File: src/rtl/vec_decode_seq_if.sv
// vec_decode_seq_if: instruction-in / micro-op-out bus of the vector decode sequencer.
interface vec_decode_seq_if #(
    parameter int VL_W = 6
);
    logic [31:0]     instn_in;
    logic            instn_valid;
    logic            instn_ready;
    logic [VL_W-1:0] vlen;
    logic [31:0]     uop;
    logic            uop_valid;
    logic [4:0]      uop_elem;
    logic            uop_last;
    modport master(
        output instn_in, instn_valid, vlen,
        input  instn_ready, uop, uop_valid, uop_elem, uop_last
    );
    modport slave(
        input  instn_in, instn_valid, vlen,
        output instn_ready, uop, uop_valid, uop_elem, uop_last
    );
endinterface

File: src/rtl/vec_decode_seq.sv
// vec_decode_seq: expands vector load/store instructions into per-element scalar micro-ops.
// Define VEC_DECODE_SEQ_DESC_EN for legacy descending element order (last micro-op is element 0).
module vec_decode_seq #(
    parameter int         NLANE   = 8,
    parameter int         VL_W    = 6,
    parameter logic [5:0] OP_LW_V = 6'h33,
    parameter logic [5:0] OP_SW_V = 6'h3B
) (
    input  logic                  clk,
    input  logic                  rst_n,
    input  logic                  stall,
    input  logic                  flush,
    output logic                  busy,
    vec_decode_seq_if.slave       bus
);
    localparam int NW = $clog2(NLANE + 1);
    typedef enum logic {IDLE, EXPAND} state_t;
    state_t          r_state, w_state;
    logic [31:0]     r_tmpl, w_tmpl, w_uop;
    logic [NW-1:0]   r_n, w_n, w_sat;
    logic [4:0]      w_elem, w_first, w_next;
    logic            w_valid, w_last, w_vec, w_accept, w_next_last;
    logic [31:0]     w_in_tmpl;
    assign w_vec     = bus.instn_in[31:26] == OP_LW_V || bus.instn_in[31:26] == OP_SW_V;
    assign w_sat     = (32'(bus.vlen) > 32'(NLANE)) ? NW'(NLANE) : NW'(bus.vlen);
    assign w_in_tmpl = {bus.instn_in[31], 1'b0, bus.instn_in[29:11], 5'd0, bus.instn_in[5:0]};
    assign bus.instn_ready = ~stall & ~flush & (r_state == IDLE | (r_state == EXPAND & bus.uop_last));
    assign w_accept  = bus.instn_valid & bus.instn_ready;
    assign busy      = r_state == EXPAND;
`ifdef VEC_DECODE_SEQ_DESC_EN
    assign w_first     = 5'(w_sat - NW'(1));
    assign w_next      = bus.uop_elem - 5'd1;
    assign w_next_last = w_next == 5'd0;
`else
    assign w_first     = 5'd0;
    assign w_next      = bus.uop_elem + 5'd1;
    assign w_next_last = w_next == 5'(r_n - NW'(1));
`endif
    always_comb begin
        w_state = r_state;
        w_tmpl  = r_tmpl;
        w_n     = r_n;
        w_uop   = bus.uop;
        w_valid = bus.uop_valid;
        w_elem  = bus.uop_elem;
        w_last  = bus.uop_last;
        if (flush) begin
            w_state = IDLE;
            w_valid = 1'b0;
        end else if (stall) begin
            w_state = r_state;
        end else if (w_accept && !w_vec) begin
            w_state = IDLE;
            w_uop   = bus.instn_in;
            w_valid = 1'b1;
            w_elem  = 5'd0;
            w_last  = 1'b1;
        end else if (w_accept) begin
            w_tmpl  = w_in_tmpl;
            w_n     = w_sat;
            w_valid = w_sat != '0;
            w_elem  = w_first;
            w_uop   = w_in_tmpl | {21'd0, w_first, 6'd0};
            w_last  = w_sat == NW'(1);
            w_state = (w_sat > NW'(1)) ? EXPAND : IDLE;
        end else if (r_state == EXPAND) begin
            w_valid = 1'b1;
            w_elem  = w_next;
            w_uop   = r_tmpl | {21'd0, w_next, 6'd0};
            w_last  = w_next_last;
            w_state = w_next_last ? IDLE : EXPAND;
        end else begin
            w_valid = 1'b0;
        end
    end
    always_ff @(posedge clk) begin
        if (!rst_n) begin
            r_state       <= IDLE;
            r_tmpl        <= '0;
            r_n           <= '0;
            bus.uop       <= '0;
            bus.uop_valid <= 1'b0;
            bus.uop_elem  <= '0;
            bus.uop_last  <= 1'b0;
        end else begin
            r_state       <= w_state;
            r_tmpl        <= w_tmpl;
            r_n           <= w_n;
            bus.uop       <= w_uop;
            bus.uop_valid <= w_valid;
            bus.uop_elem  <= w_elem;
            bus.uop_last  <= w_last;
        end
    end
endmodule

File: src/flat_wrapper.sv
// flat-port wrapper written by rule: the top's interface ports become plain ports
module vec_decode_seq_flat 
#(
    parameter int         NLANE   = 8,
    parameter int         VL_W    = 6,
    parameter logic [5:0] OP_LW_V = 6'h33,
    parameter logic [5:0] OP_SW_V = 6'h3B
)
  (clk, rst_n, stall, flush, busy, bus_instn_in, bus_instn_valid, bus_vlen, bus_instn_ready, bus_uop, bus_uop_valid, bus_uop_elem, bus_uop_last);
  vec_decode_seq_if #(.VL_W(VL_W)) bus_i ();
  input  logic clk;
  input  logic rst_n;
  input  logic stall;
  input  logic flush;
  output logic busy;
  input wire logic [$bits(bus_i.instn_in)-1:0] bus_instn_in;
  input wire logic [$bits(bus_i.instn_valid)-1:0] bus_instn_valid;
  input wire logic [$bits(bus_i.vlen)-1:0] bus_vlen;
  output wire logic [$bits(bus_i.instn_ready)-1:0] bus_instn_ready;
  output wire logic [$bits(bus_i.uop)-1:0] bus_uop;
  output wire logic [$bits(bus_i.uop_valid)-1:0] bus_uop_valid;
  output wire logic [$bits(bus_i.uop_elem)-1:0] bus_uop_elem;
  output wire logic [$bits(bus_i.uop_last)-1:0] bus_uop_last;
  assign bus_i.instn_in = bus_instn_in;
  assign bus_i.instn_valid = bus_instn_valid;
  assign bus_i.vlen = bus_vlen;
  assign bus_instn_ready = bus_i.instn_ready;
  assign bus_uop = bus_i.uop;
  assign bus_uop_valid = bus_i.uop_valid;
  assign bus_uop_elem = bus_i.uop_elem;
  assign bus_uop_last = bus_i.uop_last;
  vec_decode_seq #(.NLANE(NLANE), .VL_W(VL_W), .OP_LW_V(OP_LW_V), .OP_SW_V(OP_SW_V)) u_core (.clk(clk), .rst_n(rst_n), .stall(stall), .flush(flush), .busy(busy), .bus(bus_i));
endmodule
File: config.mk
export PLATFORM = sky130hd
export DESIGN_NAME = vec_decode_seq_flat
export DESIGN_NICKNAME = d
export VERILOG_FILES = /design/src/rtl/vec_decode_seq_if.sv /design/src/rtl/vec_decode_seq.sv /design/src/flat_wrapper.sv
export SDC_FILE = /design/constraint.sdc
export NUM_CORES = 1
export LEC_CHECK = 0
export CAP_MARGIN = 20
export CORE_ASPECT_RATIO = 1.25
export CORE_MARGIN = 1
export CORE_UTILIZATION = 42
export DETAILED_ROUTE_END_ITERATION = 7
export PLACE_DENSITY = 0.71
export SYNTH_ARGS = -nofsm -noshare
export SYNTH_HDL_FRONTEND = slang
export SYNTH_SLANG_ARGS = --single-unit
File: constraint.sdc
create_clock -name clk -period 1.5 [get_ports clk]
set_input_delay 0.225 -clock clk [delete_from_list [all_inputs] [get_ports clk]]
set_output_delay 0.225 -clock clk [all_outputs]
set_load 0.02 [all_outputs]
==> results.json, run 1 <==
{
  "synth-main-ff-cell": "dfxtp_1",
  "max-vdd-ir-drop_mv": 0.649,
  "rr_startpoint": "u_core.r_n[2]",
  "die_h_um": 94.7,
  "worst_hold_slack_ps": 293,
  "r2r_cells": 5,
  "crit_path_cell_trace": "nor3_1, xor2_1, xnor2_1, and4_1, o221a_2",
  "slowest_delay_ps": 380,
  "first_iter_violations": 252,
  "fp.coreArea_um2": 6610,
  "drc_errors": 0,
  "ctsRootBufferMaster": "clkbuf_8",
  "yosysSeqAreaShare": 0.485,
  "grt_pass1_wl_um": 12500,
  "end_kind": "register",
  "final_common_cell": "nand2_1",
  "drive_above_1_share": 0.242,
  "critPathKind": "register to register",
  "first_pass_iters": 4,
  "start_util": 0.437,
  "drv_slew": 0,
  "dp_hpwl_um": 5110,
  "ys_types": 34,
  "cellLeakagePower_nw": 1.89,
  "grt_usage": 0.220,
  "seqPwrFrac": 0.461,
  "cts_sinks": 70,
  "n_antenna_cell": 0,
  "startpoint_type": "register",
  "synth-seq-cells": 70,
  "die-area_um2": 7210,
  "cts_buffers": 9,
  "area_delta_synth_final_pct": 62.9,
  "clk_pin_slew_worst_paths_ps": 80,
  "violations": "setup timing",
  "overflow": 0,
  "cp_max_fo": 4,
  "cts.htree.levels": 3,
  "relSlewSlack": 0.759,
  "grt_max_degree": 50,
  "port_buffers": 83,
  "io_pins": 84,
  "final.min_clock_period_ps": 1570,
  "layout_common_cells": "nand2_1, dfxtp_1, nor2_1, dlygate4sd2_1, buf_4",
  "clock_skew_ps": 7.62,
  "setup_viol": 5,
  "cts_tree": "done",
  "yosys_warnings": 0,
  "synthesis.nets": 400,
  "grt_pass1_vias": 2779,
  "intPower_mw": 3.11,
  "hold_viol_final": 0,
  "num_rows": 33,
  "cts_max_path_buffers": 2,
  "rsz0062_at_grt": "yes",
  "tightest_slew_ps": 361,
  "fillers": 514,
  "antenna_found_initial": 0,
  "required_ps": 1740,
  "status": "complete, but fails checks",
  "fin_nets": 524,
  "worstPathArrival_ps": 1810,
  "routedWlPerCell_um": 15.2,
  "switchingPower_mw": 1.06,
  "clock.fmax_ghz": 0.636,
  "hold_class": "input port to register",
  "avgSynthCellArea_um2": 8.13,
  "hold_depth": 3,
  "synth_cells": 355,
  "viasPerCell": 5.33,
  "syn_area_um2": 2890,
  "drt-total-wl_um": 8670,
  "setup_ws_ps": -72.6,
  "fin_util": 0.712,
  "crit_start": "u_core.r_n[2]",
  "ant_nets": 0,
  "pwr-share-comb": 0.133,
  "finalWeightedCongestion": 0.892,
  "min_from": "bus_instn_in[26]",
  "pwr-share-clk": 0.406,
  "slowest_stage": "dfxtp_1",
  "via_count": 3044,
  "swShare": 0.255,
  "ys_async_sr_fraction": 0,
  "synth-edff-count": 0,
  "drv_cap": 0,
  "die_w_um": 76.2,
  "clock_latency_ps": 350,
  "fin_crit_sh": 1.05,
  "power_density_nw_per_um2": 887
}
==> sequential cells by signal, indices dropped and copies added (netlist names) <==
signal,flops
u_core.bus.uop,32
u_core.bus.uop_elem,5
u_core.bus.uop_last,1
u_core.bus.uop_valid,1
u_core.busy,1
u_core.r_n,4
u_core.r_tmpl,26
==> layer usage <==
layer / global-route usage / routed length (um) / vias to the layer above
met3: 0.0415 / 460 / 26
met5: 0 / 0 / -
li1: - / - / 1476
met4: 0.107 / 240 / 0
met1: 0.240 / 3420 / 1436
met2: 0.413 / 4550 / 106
==> Yosys cell counts, drive strengths merged (2+ instances only) <==
library cell / instances / area, um2
nand2: 100 / 375
dfxtp: 70 / 1400
nor2: 47 / 176
a21oi: 31 / 155
a311oi: 22 / 193
clkbuf: 15 / 56.3
buf: 9 / 55.1
nand3: 7 / 35.0
xnor2: 7 / 61.3
a211oi: 5 / 37.5
inv: 4 / 15.0
mux2i: 4 / 40.0
nor3: 4 / 25.0
a22oi: 3 / 22.5
and2: 3 / 21.3
and3: 3 / 23.8
xor2: 3 / 26.3
a221oi: 2 / 17.5
a222oi: 2 / 20.0
ha: 2 / 25.0
nand2b: 2 / 12.5
nor3b: 2 / 15.0
==> layout make-up <==
cell class	instances	area, um2	share of cell area
clock buffer	11	163	0.0346
clock inverter	5	61.3	0.0130
inverter	4	15.0	0.00319
multi-input combinational	257	1560	0.332
sequential	70	1420	0.302
tap	87	109	0.0231
timing repair buffer	137	1370	0.292
==> critical path: cells and delay by family (launching register included) <==
| kind | cells | cell delay (ps) |
|---|---|---|
| xor+xnor | 2 | 340 |
| flops | 1 | 380 |
| simple gates | 2 | 500 |
| compound gates | 1 | 230 |
==> worst paths after layout <==
kind / slack [ps] / endpoint
worst min-delay path: 290 / u_core.bus.uop[26]
worst max-delay path: -70 / u_core.bus.uop_last
worst min register to register: 460 / u_core.r_tmpl[25]
worst max register to register: -70 / u_core.bus.uop_last
==> per-stage QoR <==
step	std cells	instance area, um2	setup WS [ps]	setup TNS [ps]	power (mW)
4_1_cts	560	4420	-61.3	-220	4.12
6_report	571	4700	-72.6	-228	4.17
5_1_grt	571	4700	-131	-912	4.32
3_5_place_dp	535	4070	-493	-25780	2.48
3_3_place_gp	535	4070	-501	-23840	2.48
2_1_floorplan	355	2940	-36.7	-36.7	2.18
==> power groups by stage <==
stage / Clock [mW] / Combinational [mW] / Sequential, mW
global route: 1.80 / 0.592 / 1.93
finish: 1.69 / 0.557 / 1.92
floorplan: 0 / 0.158 / 2.02
CTS: 1.71 / 0.493 / 1.92
detailed placement: 0 / 0.514 / 1.97
global placement: 0 / 0.510 / 1.97
==> repair_timing <==
action,4_1_cts,5_1_grt
gates cloned,2,4
pin swaps,8,14
endpoints found under the setup margin,76,61
gates resized for setup,59,37
setup buffers,7,7
hold buffers,0,0
hold endpoints to repair,0,0
==> cell families (layout without fill, tap and decap cells) <==
group / Yosys count / in the layout / share of synthesized area
XOR/XNOR: 10 / 10 / 0.0303
AO/OA/AOI/OAI: 70 / 70 / 0.172
buffers and inverters: 28 / 157 / 0.0438
AND/OR/NAND/NOR: 171 / 171 / 0.246
flip-flops: 70 / 70 / 0.485
adder cells (fa/ha/maj): 2 / 2 / 0.00866
multiplexers: 4 / 4 / 0.0139
Note: power is estimated with default switching activity, not from simulation.
==> run 2: changes to the inputs <==
- clock period: 1.5 -> 1.28 ns (I/O delays scaled with it)
==> run 2 against run 1 <==
The flow still finishes with violations (setup timing). First-iteration DRC count fell by 0.79%. Cell count up 2.3%. Total power is 23% higher. Global-route usage increased by 5.7 points. Non-clock buffer count rose by 13. Sequential power rose by 17%. Largest cell class unchanged.
==> results.json, run 2 (synthesis gave the netlist of run 1 again) <==
{
  "status": "complete, but fails checks",
  "fin_crit_sh": 1.21,
  "reg2reg_slack_ps": -270,
  "end_kind": "register",
  "grt_usage": 0.277,
  "regMostFlops": "u_core.bus.uop",
  "cts_buffers": 9,
  "reg_top3": "u_core.bus.uop (32), u_core.r_tmpl (26), u_core.bus.uop_elem (5)",
  "n_antenna_cell": 0,
  "seqPwrFrac": 0.438,
  "pwr-share-clk": 0.408,
  "layout_common_cells": "nand2_1, dfxtp_1, clkdlybuf4s50_1, nor2_1, dlygate4sd2_1",
  "port_buffers": 83,
  "overflow": 0,
  "required_ps": 1530,
  "relSlewSlack": 0.784,
  "clock.fmax_ghz": 0.643,
  "max-vdd-ir-drop_mv": 0.956,
  "grt_max_degree": 33,
  "antenna_found_initial": 0,
  "fillers": 388,
  "routedWlPerCell_um": 18.4,
  "start_util": 0.437,
  "final_common_cell": "nand2_1",
  "seq_area_um2": 1430,
  "cellLeakagePower_nw": 2.08,
  "drt-total-wl_um": 10700,
  "critPathKind": "register to register",
  "area_delta_synth_final_pct": 84.1,
  "hold_depth": 3,
  "ctsRootBufferMaster": "clkbuf_8",
  "crit_path_cell_trace": "nand2b_4, and3_4, buf_6, buf_8, buf_12, nand2_1, a311oi_1",
  "die_h_um": 94.7,
  "grt_pass1_wl_um": 15500,
  "timing.rr.end": "u_core.bus.uop[2]",
  "fin_util": 0.805,
  "place_inst": 540,
  "final.min_clock_period_ps": 1550,
  "cts_sinks": 70,
  "cts_tree": "done",
  "cts_max_path_buffers": 2,
  "setup_viol": 68,
  "finalWeightedCongestion": 0.774,
  "via_count": 3258,
  "drive_above_1_share": 0.423,
  "dp_hpwl_um": 5100,
  "critPathBufInv": 3,
  "hold_class": "input port to register",
  "violations": "setup timing",
  "rr_startpoint": "u_core.bus.uop_last",
  "num_rows": 33,
  "clock_latency_ps": 350,
  "largest_reg_flops": 32,
  "startpoint_type": "register",
  "pwr-share-comb": 0.153,
  "min_from": "bus_instn_in[28]",
  "grt_pass1_vias": 3153,
  "intPower_mw": 3.78,
  "first_iter_violations": 250,
  "holdPathEnd": "u_core.bus.uop[28]",
  "place_area_um2": 4160,
  "cts.htree.levels": 3,
  "tightest_slew_ps": 324,
  "drv_slew": 0,
  "power_density_nw_per_um2": 967,
  "drc_errors": 0,
  "setup_ws_ps": -274,
  "die_w_um": 76.2,
  "first_pass_iters": 5,
  "worstPathArrival_ps": 1800,
  "switchingPower_mw": 1.36,
  "multi_input_area_um2": 1920,
  "slowest_stage": "dfxtp_4",
  "clk_pin_slew_worst_paths_ps": 80,
  "r2r_cells": 7,
  "slowest_delay_ps": 360,
  "io_pins": 84,
  "cp_max_fo": 9,
  "clock_skew_ps": 9.57,
  "drv_cap": 0,
  "cpLargestDelayFamily": "simple AND/OR/NAND/NOR gates",
  "tns_ps": -11420,
  "hold_viol_final": 0,
  "swShare": 0.265,
  "stdcell_count": 584,
  "rsz0062_at_grt": "yes",
  "design_area_um2": 5320,
  "fin_nets": 537,
  "fp.coreArea_um2": 6610,
  "ant_nets": 0,
  "die-area_um2": 7210,
  "viasPerCell": 5.58
}
[run 2: cell types whose count changed in the layout (fill, tap and decap cells not counted), moves of 11 or more]
| cell | previous run | this run |
|---|---|---|
| buf_6 | 5 | 18 |
| nand2_2 | 0 | 20 |
| a21oi_2 | 8 | 19 |
| nand2_1 | 99 | 68 |
| a21oi_1 | 23 | 12 |
[run 2: worst max path at each step]
stage                              from                    to  slack, ps  depth (start not counted)
CTS                 u_core.bus.uop_last           u_core.busy       -280                          5
floorplan           u_core.bus.uop_last           u_core.busy       -260                          5
global route        u_core.bus.uop_last     u_core.r_tmpl[19]       -330                          8
global placement       bus_instn_in[30]  u_core.bus.uop_valid       -650                          8
detailed placement     bus_instn_in[30]  u_core.bus.uop_valid       -650                          8
finish              u_core.bus.uop_last     u_core.bus.uop[2]       -270                          7
[run 2: stage by stage]
stage,setup slack (ps),power (mW),hold WS (ps)
global route,-331,5.35,304
global placement,-651,2.92,442
finish,-274,5.14,289
detailed placement,-645,2.92,447
floorplan,-257,2.56,328
CTS,-280,5.05,350
[run 2: routing by layer]
metal  track usage  routed length (um)
met1         0.305                4090
met2         0.512                5670
met3        0.0589                 587
met4         0.130                 380
met5             0                   0
[run 2: tightest hold or removal path, stage by stage]
cell            delay [ps]
dlymetal6s2s_1         160
mux2i_1                160
a211oi_1                80
[run 2: area by class of cell]
type,count,share of cell area
sequential,70,0.268
clock inverter,6,0.0172
clock buffer,10,0.0259
tap,87,0.0205
multi-input combinational,257,0.361
inverter,4,0.00282
timing repair buffer,150,0.305
[run 2: power groups by stage]
stage / logic, mW / clock network, mW / registers, mW
6_report: 0.789 / 2.10 / 2.25
5_1_grt: 0.826 / 2.26 / 2.26
4_1_cts: 0.712 / 2.08 / 2.25
3_5_place_dp: 0.618 / 0 / 2.31
3_3_place_gp: 0.617 / 0 / 2.30
2_1_floorplan: 0.189 / 0 / 2.37
[run 2: timing repair]
action / in CTS / in global routing
endpoints found under the setup margin: 111 / 79
buffers inserted: 15 / 10
hold buffers: 0 / 0
gates cloned: 8 / 2
pin swaps: 25 / 35
gates resized for setup: 139 / 98
